$ cat src/rtl/lcd_pkg.sv
// rtl/lcd_pkg.sv - HD44780 command set, FSM state encodings and shared ASCII constants
package lcd_pkg;

  localparam logic [7:0] CMD_FUNC_8B2L = 8'h38;
  localparam logic [7:0] CMD_DISP_ON   = 8'h0C;
  localparam logic [7:0] CMD_CLEAR     = 8'h01;
  localparam logic [7:0] CMD_ENTRY     = 8'h06;
  localparam logic [7:0] CMD_SET_DDRAM = 8'h80;

  localparam logic [7:0] CHAR_SPACE = 8'h20;
  localparam logic [7:0] CHAR_MINUS = 8'h2D;
  localparam logic [7:0] CHAR_DOT   = 8'h2E;
  localparam logic [7:0] CHAR_ZERO  = 8'h30;
  localparam logic [7:0] CHAR_E     = 8'h45;

  localparam logic [2:0] ST_POWER_WAIT = 3'd0;
  localparam logic [2:0] ST_INIT       = 3'd1;
  localparam logic [2:0] ST_IDLE       = 3'd2;
  localparam logic [2:0] ST_SET_ADDR   = 3'd3;
  localparam logic [2:0] ST_WRITE_CHAR = 3'd4;
  localparam logic [2:0] ST_NEXT_LINE  = 3'd5;

  localparam logic [1:0] XS_IDLE  = 2'd0;
  localparam logic [1:0] XS_SETUP = 2'd1;
  localparam logic [1:0] XS_PULSE = 2'd2;
  localparam logic [1:0] XS_HOLD  = 2'd3;

  localparam int INIT_LEN = 7;

  // Function set is repeated four times so the controller locks into 8-bit mode from any state.
  function automatic logic [7:0] init_cmd(input logic [2:0] idx);
    case (idx)
      3'd0, 3'd1, 3'd2, 3'd3: init_cmd = CMD_FUNC_8B2L;
      3'd4:                   init_cmd = CMD_DISP_ON;
      3'd5:                   init_cmd = CMD_CLEAR;
      default:                init_cmd = CMD_ENTRY;
    endcase
  endfunction

endpackage

$ cat src/rtl/lcd_bus_xact.sv
// rtl/lcd_bus_xact.sv - one panel bus write: SETUP, enable PULSE, then HOLD wait
module lcd_bus_xact import lcd_pkg::*; #(
  parameter int T_E     = 25,
  parameter int T_CMD   = 2_500,
  parameter int T_CLEAR = 100_000
) (
  input  logic       clk,
  input  logic       reset,
  input  logic       start,
  input  logic       rs,
  input  logic [7:0] data,
  input  logic       long_wait,
  output logic       busy,
  output logic       done,
  output logic       lcd_rs,
  output logic       lcd_e,
  output logic [7:0] lcd_data
);

  logic [1:0]  state;
  logic [31:0] cnt;
  logic        long_q;
  logic [31:0] hold_last;

  assign hold_last = long_q ? 32'(T_CLEAR - 1) : 32'(T_CMD - 1);
  assign busy      = (state != XS_IDLE);
  assign done      = (state == XS_HOLD) && (cnt == hold_last);

  // rs/data are captured at start and held until the next start, so they are stable through HOLD.
  always_ff @(posedge clk) begin
    if (reset) begin
      state    <= XS_IDLE;
      cnt      <= '0;
      long_q   <= 1'b0;
      lcd_rs   <= 1'b0;
      lcd_e    <= 1'b0;
      lcd_data <= 8'h00;
    end else begin
      case (state)
        XS_IDLE: begin
          if (start) begin
            state    <= XS_SETUP;
            lcd_rs   <= rs;
            lcd_data <= data;
            long_q   <= long_wait;
          end
        end
        XS_SETUP: begin
          state <= XS_PULSE;
          lcd_e <= 1'b1;
          cnt   <= '0;
        end
        XS_PULSE: begin
          if (cnt == 32'(T_E - 1)) begin
            state <= XS_HOLD;
            lcd_e <= 1'b0;
            cnt   <= '0;
          end else begin
            cnt <= cnt + 1;
          end
        end
        default: begin
          if (done) state <= XS_IDLE;
          else      cnt   <= cnt + 1;
        end
      endcase
    end
  end

endmodule

$ cat src/rtl/lcd_frame_writer.sv
// rtl/lcd_frame_writer.sv - HD44780 init plus LINES x CHARS frame buffer streamer
// Optional LCD_DIRTY_SKIP_EN: rewrite only dirty lines instead of round-robin refresh.
module lcd_frame_writer import lcd_pkg::*; #(
  parameter int         LINES          = 4,
  parameter int         CHARS          = 20,
  parameter logic [6:0] LINE_STARTS [4] = '{7'h00, 7'h40, 7'h14, 7'h54},
  parameter int         T_POWER        = 750_000,
  parameter int         T_CMD          = 2_500,
  parameter int         T_CLEAR        = 100_000,
  parameter int         T_E            = 25
) (
  input  logic       clk,
  input  logic       reset,
  input  logic       wr_valid,
  output logic       wr_ready,
  input  logic [1:0] wr_line,
  input  logic [5:0] wr_col,
  input  logic [7:0] wr_char,
  output logic       wr_err,
  output logic [7:0] lcd_data,
  output logic       lcd_rs,
  output logic       lcd_rw,
  output logic       lcd_e,
  output logic       init_done
);

  localparam int LW = (LINES > 1) ? $clog2(LINES) : 1;
  localparam int CW = (CHARS > 1) ? $clog2(CHARS) : 1;

  logic [2:0]    state;
  logic [31:0]   cnt;
  logic [2:0]    init_idx;
  logic          issued;
  logic [LW-1:0] cur_line;
  logic [CW-1:0] col;
  logic [7:0]    buf_mem [LINES][CHARS];

  logic       xact_start, xact_rs, xact_long, xact_busy, xact_done;
  logic [7:0] xact_data;
  logic       wr_fire, wr_ok;

  assign wr_ready = init_done && !reset;
  assign wr_fire  = wr_valid && wr_ready;
  assign wr_ok    = (32'(wr_line) < LINES) && (32'(wr_col) < CHARS);
  assign lcd_rw   = 1'b0;

  always_ff @(posedge clk) begin
    if (reset) begin
      for (int i = 0; i < LINES; i++)
        for (int j = 0; j < CHARS; j++)
          buf_mem[i][j] <= CHAR_SPACE;
      wr_err <= 1'b0;
    end else begin
      if (wr_fire && wr_ok) buf_mem[wr_line[LW-1:0]][wr_col[CW-1:0]] <= wr_char;
      wr_err <= wr_fire && !wr_ok;
    end
  end

`ifdef LCD_DIRTY_SKIP_EN
  logic [LINES-1:0] dirty;
  logic [LW-1:0]    pick;

  always_comb begin
    pick = '0;
    for (int i = LINES - 1; i >= 0; i--)
      if (dirty[i]) pick = LW'(i);
  end

  // A write landing on the line being cleared wins, so mid-stream edits trigger another pass.
  always_ff @(posedge clk) begin
    if (reset) begin
      dirty <= '1;
    end else begin
      if (state == ST_IDLE && |dirty) dirty[pick] <= 1'b0;
      if (wr_fire && wr_ok) dirty[wr_line[LW-1:0]] <= 1'b1;
    end
  end
`endif

  // Char data is read here at the start request, so each byte sent is a snapshot at SETUP.
  always_comb begin
    xact_rs    = 1'b0;
    xact_data  = 8'h00;
    xact_start = !xact_busy && !issued &&
                 (state == ST_INIT || state == ST_SET_ADDR || state == ST_WRITE_CHAR);
    case (state)
      ST_INIT:       xact_data = init_cmd(init_idx);
      ST_SET_ADDR:   xact_data = CMD_SET_DDRAM | {1'b0, LINE_STARTS[2'(cur_line)]};
      ST_WRITE_CHAR: begin
        xact_rs   = 1'b1;
        xact_data = buf_mem[cur_line][col];
      end
      default: ;
    endcase
    xact_long = (state == ST_INIT) && (xact_data == CMD_CLEAR);
  end

  always_ff @(posedge clk) begin
    if (reset) begin
      state     <= ST_POWER_WAIT;
      cnt       <= '0;
      init_idx  <= '0;
      issued    <= 1'b0;
      init_done <= 1'b0;
      cur_line  <= '0;
      col       <= '0;
    end else begin
      if (xact_start) issued <= 1'b1;
      if (xact_done)  issued <= 1'b0;
      case (state)
        ST_POWER_WAIT: begin
          if (cnt == 32'(T_POWER - 1)) state <= ST_INIT;
          else                         cnt   <= cnt + 1;
        end
        ST_INIT: begin
          if (xact_done) begin
            if (init_idx == 3'(INIT_LEN - 1)) begin
              state     <= ST_IDLE;
              init_done <= 1'b1;
            end else begin
              init_idx <= init_idx + 3'd1;
            end
          end
        end
        ST_IDLE: begin
`ifdef LCD_DIRTY_SKIP_EN
          if (|dirty) begin
            cur_line <= pick;
            state    <= ST_SET_ADDR;
          end
`else
          state <= ST_SET_ADDR;
`endif
        end
        ST_SET_ADDR: begin
          if (xact_done) begin
            col   <= '0;
            state <= ST_WRITE_CHAR;
          end
        end
        ST_WRITE_CHAR: begin
          if (xact_done) begin
            if (col == CW'(CHARS - 1)) state <= ST_NEXT_LINE;
            else                       col   <= col + 1'b1;
          end
        end
        default: begin
          cur_line <= (cur_line == LW'(LINES - 1)) ? '0 : cur_line + 1'b1;
          state    <= ST_IDLE;
        end
      endcase
    end
  end

  lcd_bus_xact #(
    .T_E     (T_E),
    .T_CMD   (T_CMD),
    .T_CLEAR (T_CLEAR)
  ) u_xact (
    .clk       (clk),
    .reset     (reset),
    .start     (xact_start),
    .rs        (xact_rs),
    .data      (xact_data),
    .long_wait (xact_long),
    .busy      (xact_busy),
    .done      (xact_done),
    .lcd_rs    (lcd_rs),
    .lcd_e     (lcd_e),
    .lcd_data  (lcd_data)
  );

endmodule
$ cat config.mk
export PLATFORM = sky130hd
export DESIGN_NAME = lcd_frame_writer
export DESIGN_NICKNAME = d
export VERILOG_FILES = /design/src/rtl/lcd_pkg.sv /design/src/rtl/lcd_bus_xact.sv /design/src/rtl/lcd_frame_writer.sv
export SDC_FILE = /design/constraint.sdc
export NUM_CORES = 1
export LEC_CHECK = 0
export CAP_MARGIN = 20
export CORE_MARGIN = 2
export CORE_UTILIZATION = 30
export DETAILED_ROUTE_END_ITERATION = 7
export SLEW_MARGIN = 20
export SYNTH_ARGS = -nofsm -noshare
export SYNTH_HDL_FRONTEND = slang
export SYNTH_SLANG_ARGS = --single-unit
$ cat constraint.sdc
create_clock -name clk -period 3.3 [get_ports clk]
set_clock_uncertainty 0.1 [all_clocks]
set_input_delay 0.99 -clock clk [delete_from_list [all_inputs] [get_ports clk]]
set_output_delay 0.99 -clock clk [all_outputs]
set_load 0.1 [all_outputs]
## Word-level counts from Yosys, hierarchy flattened

Memory sizes are Yosys's and may differ from the RTL's. A register that Yosys moved wholly into a read port is not among the register bits.
Index checks and enable logic that the tools add are counted.

| cells by class | value |
|---|---|
| equality and inequality tests | 29 |
| order comparisons | 5 |
| reduce and logical (&&, ||, !) cells | 35 |
| bitwise operators | 6 |
| mux-type cells | 43 |
| $add $sub $neg | 5 |

Operator list:

| operator | number |
|---|---|
| 160-bit 2-to-1 mux | 3 |
| 160-bit OR reduction | 1 |
| 32-bit one-hot mux with 3 select lines | 1 |
| 32-bit by 1-bit adder with 32-bit output (second input constant) | 2 |
| 32-bit 2-to-1 mux | 2 |
| 8-bit binary-select mux with 5-bit select | 1 |
| 8-bit demux with 5-bit select | 1 |
| 32-bit by 20-bit == test with 1-bit output (second input constant) | 1 |
| 32-bit == test | 1 |
| 32-bit by 5-bit == test with 1-bit output (second input constant) | 1 |
| 8-bit 2-to-1 mux | 3 |
| 8-bit one-hot mux with 3 select lines | 1 |
| 3-bit 2-to-1 mux | 6 |
| 6-bit one-hot mux with 3 select lines | 1 |
| 17-bit 2-to-1 mux | 1 |
| 5-bit 2-to-1 mux | 3 |
| 3-bit one-hot mux with 5 select lines | 1 |
| 7-bit binary-select mux with 2-bit select | 1 |
| 2-bit 2-to-1 mux | 7 |
| 7-bit 2-to-1 mux | 2 |
| 2-bit by 1-bit != test with 1-bit output (second input constant) | 7 |
| 3-bit by 2-bit == test with 1-bit output (second input constant) | 4 |
| 3-bit == test (second input constant) | 4 |
| 6-bit greater-or-equal comparator (second input constant) | 2 |
| other kinds (34) | 66 |

| storage, ports and cells | value |
|---|---|
| register bits after elaboration | 93 |
| logic and storage cells | 138 |
| memories | 1 |
| memory bits (writable) | 640 |

Memory list:

| memory | depth | bits a word | rd ports | clocked after Yosys merged registers in | wr ports | line | RTL |
|---|---|---|---|---|---|---|---|
| buf_mem | 4 | 160 | 1 | 1 | 4 | lcd_frame_writer.sv:36 | `logic [7:0] buf_mem [LINES][CHARS];` |

## Depth between registers and ports, before layout

| logic depth | value |
|---|---|
| depth in word-level cells | 9 |
| mapped depth | 12 |
| mapped depth without buffers | 9 |

## Modules after synthesis

From an unflattened synthesis, not the netlist that was laid out.

| unflattened totals | value |
|---|---|
| cell total of the unflattened synthesis | 2549 |
| area, all modules | 34919.7 sq um |

Modules (own cells, without submodules):

| module | times used | area each (sq um) | cells an instance |
|---|---|---|---|
| lcd_frame_writer | 1 | 32239.7 | 2213 |
| lcd_bus_xact | 1 | 2680.1 | 336 |

## Worst setup path after synthesis

Ideal clock, no wire load.

| timing | value |
|---|---|
| kind | input-to-reg |
| from | input port reset |
| to | memory buf_mem[0][120] (netlist name) (enable) |
| data required time | 2816 ps |
| setup slack | -1492 ps |
| cell stages on the path | 7 |
| arrival time | 4308 ps |
| buffers on the path | 2 |
| library setup time | 384 ps |
| cells stage by stage | clkbuf_1 -> nor2b_1 -> nand3_1 -> nor3_2 -> nand2_1 -> clkbuf_1 -> o21ai_0 |

RTL lines:

| what | line | RTL |
|---|---|---|
| from (decl) | lcd_frame_writer.sv:13 | `input logic reset,` |
| to (decl) | lcd_frame_writer.sv:36 |  |

==> results.cfg <==
[sta]
hold_violations = 0
worst_slew_pin_slew_ps = 955
hold_ws_ps = 400
slew_violations = 0
fin_crit_ps = 3170
fmax_mhz = 315
setup_viol = 0
rsz0062_at_grt = no
period_share_pct = 96.2
slew_headroom_pct = 36.3

[route]
ant_nets = 0
first_pass_iters = 5
drtIter0Drc = 1995
vias_per_cell = 4.88
postRouteWirelength_microns = 91500
vias = 21279
wl_per_cell_microns = 21.0
drc_errors = 0

[hold_path]
holdPathStages = 2
hold_path.class = flip-flop to flip-flop
hp-start = u_xact.lcd_data[0]
holdPathEnd = u_xact.lcd_data[0]

[clock_tree]
root_buffer = clkbuf_16
cts_hold_buffers = 0
cts.sinks = 735
ctsResizeCount = 0
clock_latency_ps = 620
cts_setup_buffers = 0
cts_buffer_depth = 3
cts_tree = yes
cts_buffers = 79
cts.clk_slew.worst_paths_ps = 60
htree_num_levels = 3

[grt]
overflow = 0
grt_usage_pct = 15.6
grt_first_pass_wirelength_microns = 139000
grt_max_degree = 81
grt_antenna_before_repair = 1
grt_pass1_vias = 21121

[final_layout]
layout.cells.non_filler = 4359
syn2layout_area_growth_pct = 20.9
design_area_sq_um = 41600
nNetsFinal = 2816
fin_util_pct = 36.5
drive_gt1_share_pct = 25.4

[synth]
synth_top_area_share_pct = 55.8
seq_area_frac_synth_pct = 61.3
synth_cell_types = 73
synth_top_area_cell = edfxtp_1
syn_avg_cell_area_sq_um = 13.5
synth_edf_count = 640
syn_inst = 2545
ys_warn_count = 0
syn-cell-area_sq_um = 34500
async_flop_share_pct = 0
syn_nets = 2577
synth_ff_type = edfxtp_1
synth_area_leaders = edfxtp_1 56%, mux4_2 10%, and2_1 10%, dfxtp_1 5.5%, nor2_1 1.9%
synth_seq_cells = 735

[place]
gp_congestion = 0.896
post-dp-hpwl_microns = 61700
portBuffers = 31
dpl_cell_area_sq_um = 39100
place_inst = 4215

[die]
start_util_pct = 30.2
chipHeight_microns = 343
core_area_sq_um = 114000
ioPinCount = 33
die_w_microns = 343
row_count = 124
die_area_sq_um = 118000

[critical_path]
arrival_ps = 3550
criticalPathCategory = flip-flop to flip-flop
reg2reg_depth = 10
path_max_fanout = 14
cp_data_required_time_ps = 3680
cp-start-kind = flip-flop
worstSetupEndpointType = flip-flop
regToRegSetupSlack_ps = 130
reg2reg_to = u_xact.lcd_data[0]

[power_and_ir_drop]
ir_worst_vdd_v = 0.000316
powerDensity_nw_per_um2 = 494
p_leak_nw = 14.5

[status]
status = complete, no violations

[run]
cap_violations = 0
logic make-up (layout without fill, tap and decap cells):
family,after synthesis,after routing,synth area share (%)
other,1,2,0.0109
buffers and inverters,220,521,3.00
AOI/OAI and AO/OA,224,224,4.03
muxes,195,195,11.6
adders and majority gates,13,13,0.472
DFF,735,735,61.3
xor gates and xnor gates,57,57,1.45
and+or+nand+nor,1100,1100,18.1
cells in the mapped netlist (4+ instances only):
master / n
mux4_2: 160
xor2_1: 37
nor2_1: 176
nand2_1: 84
buf_12: 4
o21ai_0: 101
o22ai_1: 4
edfxtp_1: 640
nand3_1: 38
a22o_1: 4
nor3_1: 24
ha_1: 13
buf_6: 10
and4_1: 7
nor4_1: 11
clkbuf_1: 149
o21ai_1: 4
or3_1: 89
o211ai_1: 4
buf_2: 26
mux2i_1: 29
a31oi_1: 11
o31ai_1: 5
nand4_1: 22
and3_1: 26
dfxtp_1: 95
and2_1: 567
a22oi_1: 16
xnor2_1: 20
nor2b_1: 18
a21oi_1: 36
nand2b_1: 8
a211oi_1: 4
inv_1: 22
nor3b_1: 7
a221oi_1: 12
nor3_2: 5
area by class of cell:
cell class / instances / area, sq um
diodes: 1 / 2.50
clock buffers: 97 / 2120
clock inverters: 46 / 378
fillers: 10883 / 72500
inverters: 23 / 91.3
multi-input cells: 1590 / 12700
flip-flops and latches: 735 / 21100
well taps: 1512 / 1890
repair buffers: 355 / 3290
layout by cell type (no fill, tap or decap), drive strengths merged, types with 18 or more instances in the layout:
master  instances
a21oi          36
and2          568
and3           26
buf           346
clkbuf         97
clkinv         39
dfxtp          95
edfxtp        640
inv            24
mux2i          29
mux4          163
nand2          84
nand3          39
nand4          22
nor2          176
nor2b          18
nor3           29
o21ai         105
or3            89
xnor2          20
xor2           37
critical path, stage by stage (launching register included):
cell and delay, ps:
dfxtp_4 610, buf_4 290, mux2_2 390, o31ai_1 210, nor4_1 140, o311ai_1 300, buf_4 190, o221ai_1 240
a31oi_1 270, buf_4 200, a211oi_1 80
worst max-delay path by stage:
stage / start / to / slack [ps] / depth (start not counted)
6_report: flip-flop / u_xact.lcd_data[0] / 130 / 10
3_3_place_gp: wr_col[3] / buf_mem[1][6] / -250 / 10
4_1_cts: flip-flop / u_xact.lcd_data[3] / 180 / 8
2_1_floorplan: reset / buf_mem[2][72] / -30 / 7
5_1_grt: flip-flop / u_xact.lcd_data[3] / 20 / 8
3_5_place_dp: wr_col[3] / buf_mem[1][6] / -300 / 10
power by group:
group	switching [W]	total, W	internal (W)
Sequential	0.000125	0.0105	0.0103
Clock	0.00365	0.00868	0.00502
Combinational	0.000958	0.00142	0.000465
sequential cells by signal, summed over array words and instances, names as in the netlist, named ones only:
register	count
buf_mem	640
cnt	32
col	5
cur_line	2
init_done	1
init_idx	3
issued	1
state	3
u_xact.cnt	32
u_xact.lcd_data	8
u_xact.lcd_e	1
u_xact.lcd_rs	1
u_xact.long_q	1
u_xact.state	2
wr_err	1
metal layers:
metal	wire length (microns)	up-vias	GRT usage (%)
met1	41200	10670	22.2
met4	2310	0	4.38
met5	0	-	0
li1	-	9872	-
met3	5820	131	2.94
met2	42100	606	24.5
metrics by stage:
| stage | power [W] | TNS, ps | setup slack (ps) |
|---|---|---|---|
| floorplan | 0.0114 | -7840 | -28.8 |
| global placement | 0.0121 | -148050 | -248 |
| detailed placement | 0.0121 | -196110 | -303 |
| CTS | 0.0208 | 0 | 179 |
| global route | 0.0212 | 0 | 18.5 |
| finish | 0.0206 | 0 | 125 |
(Power assumes the default switching activity.)
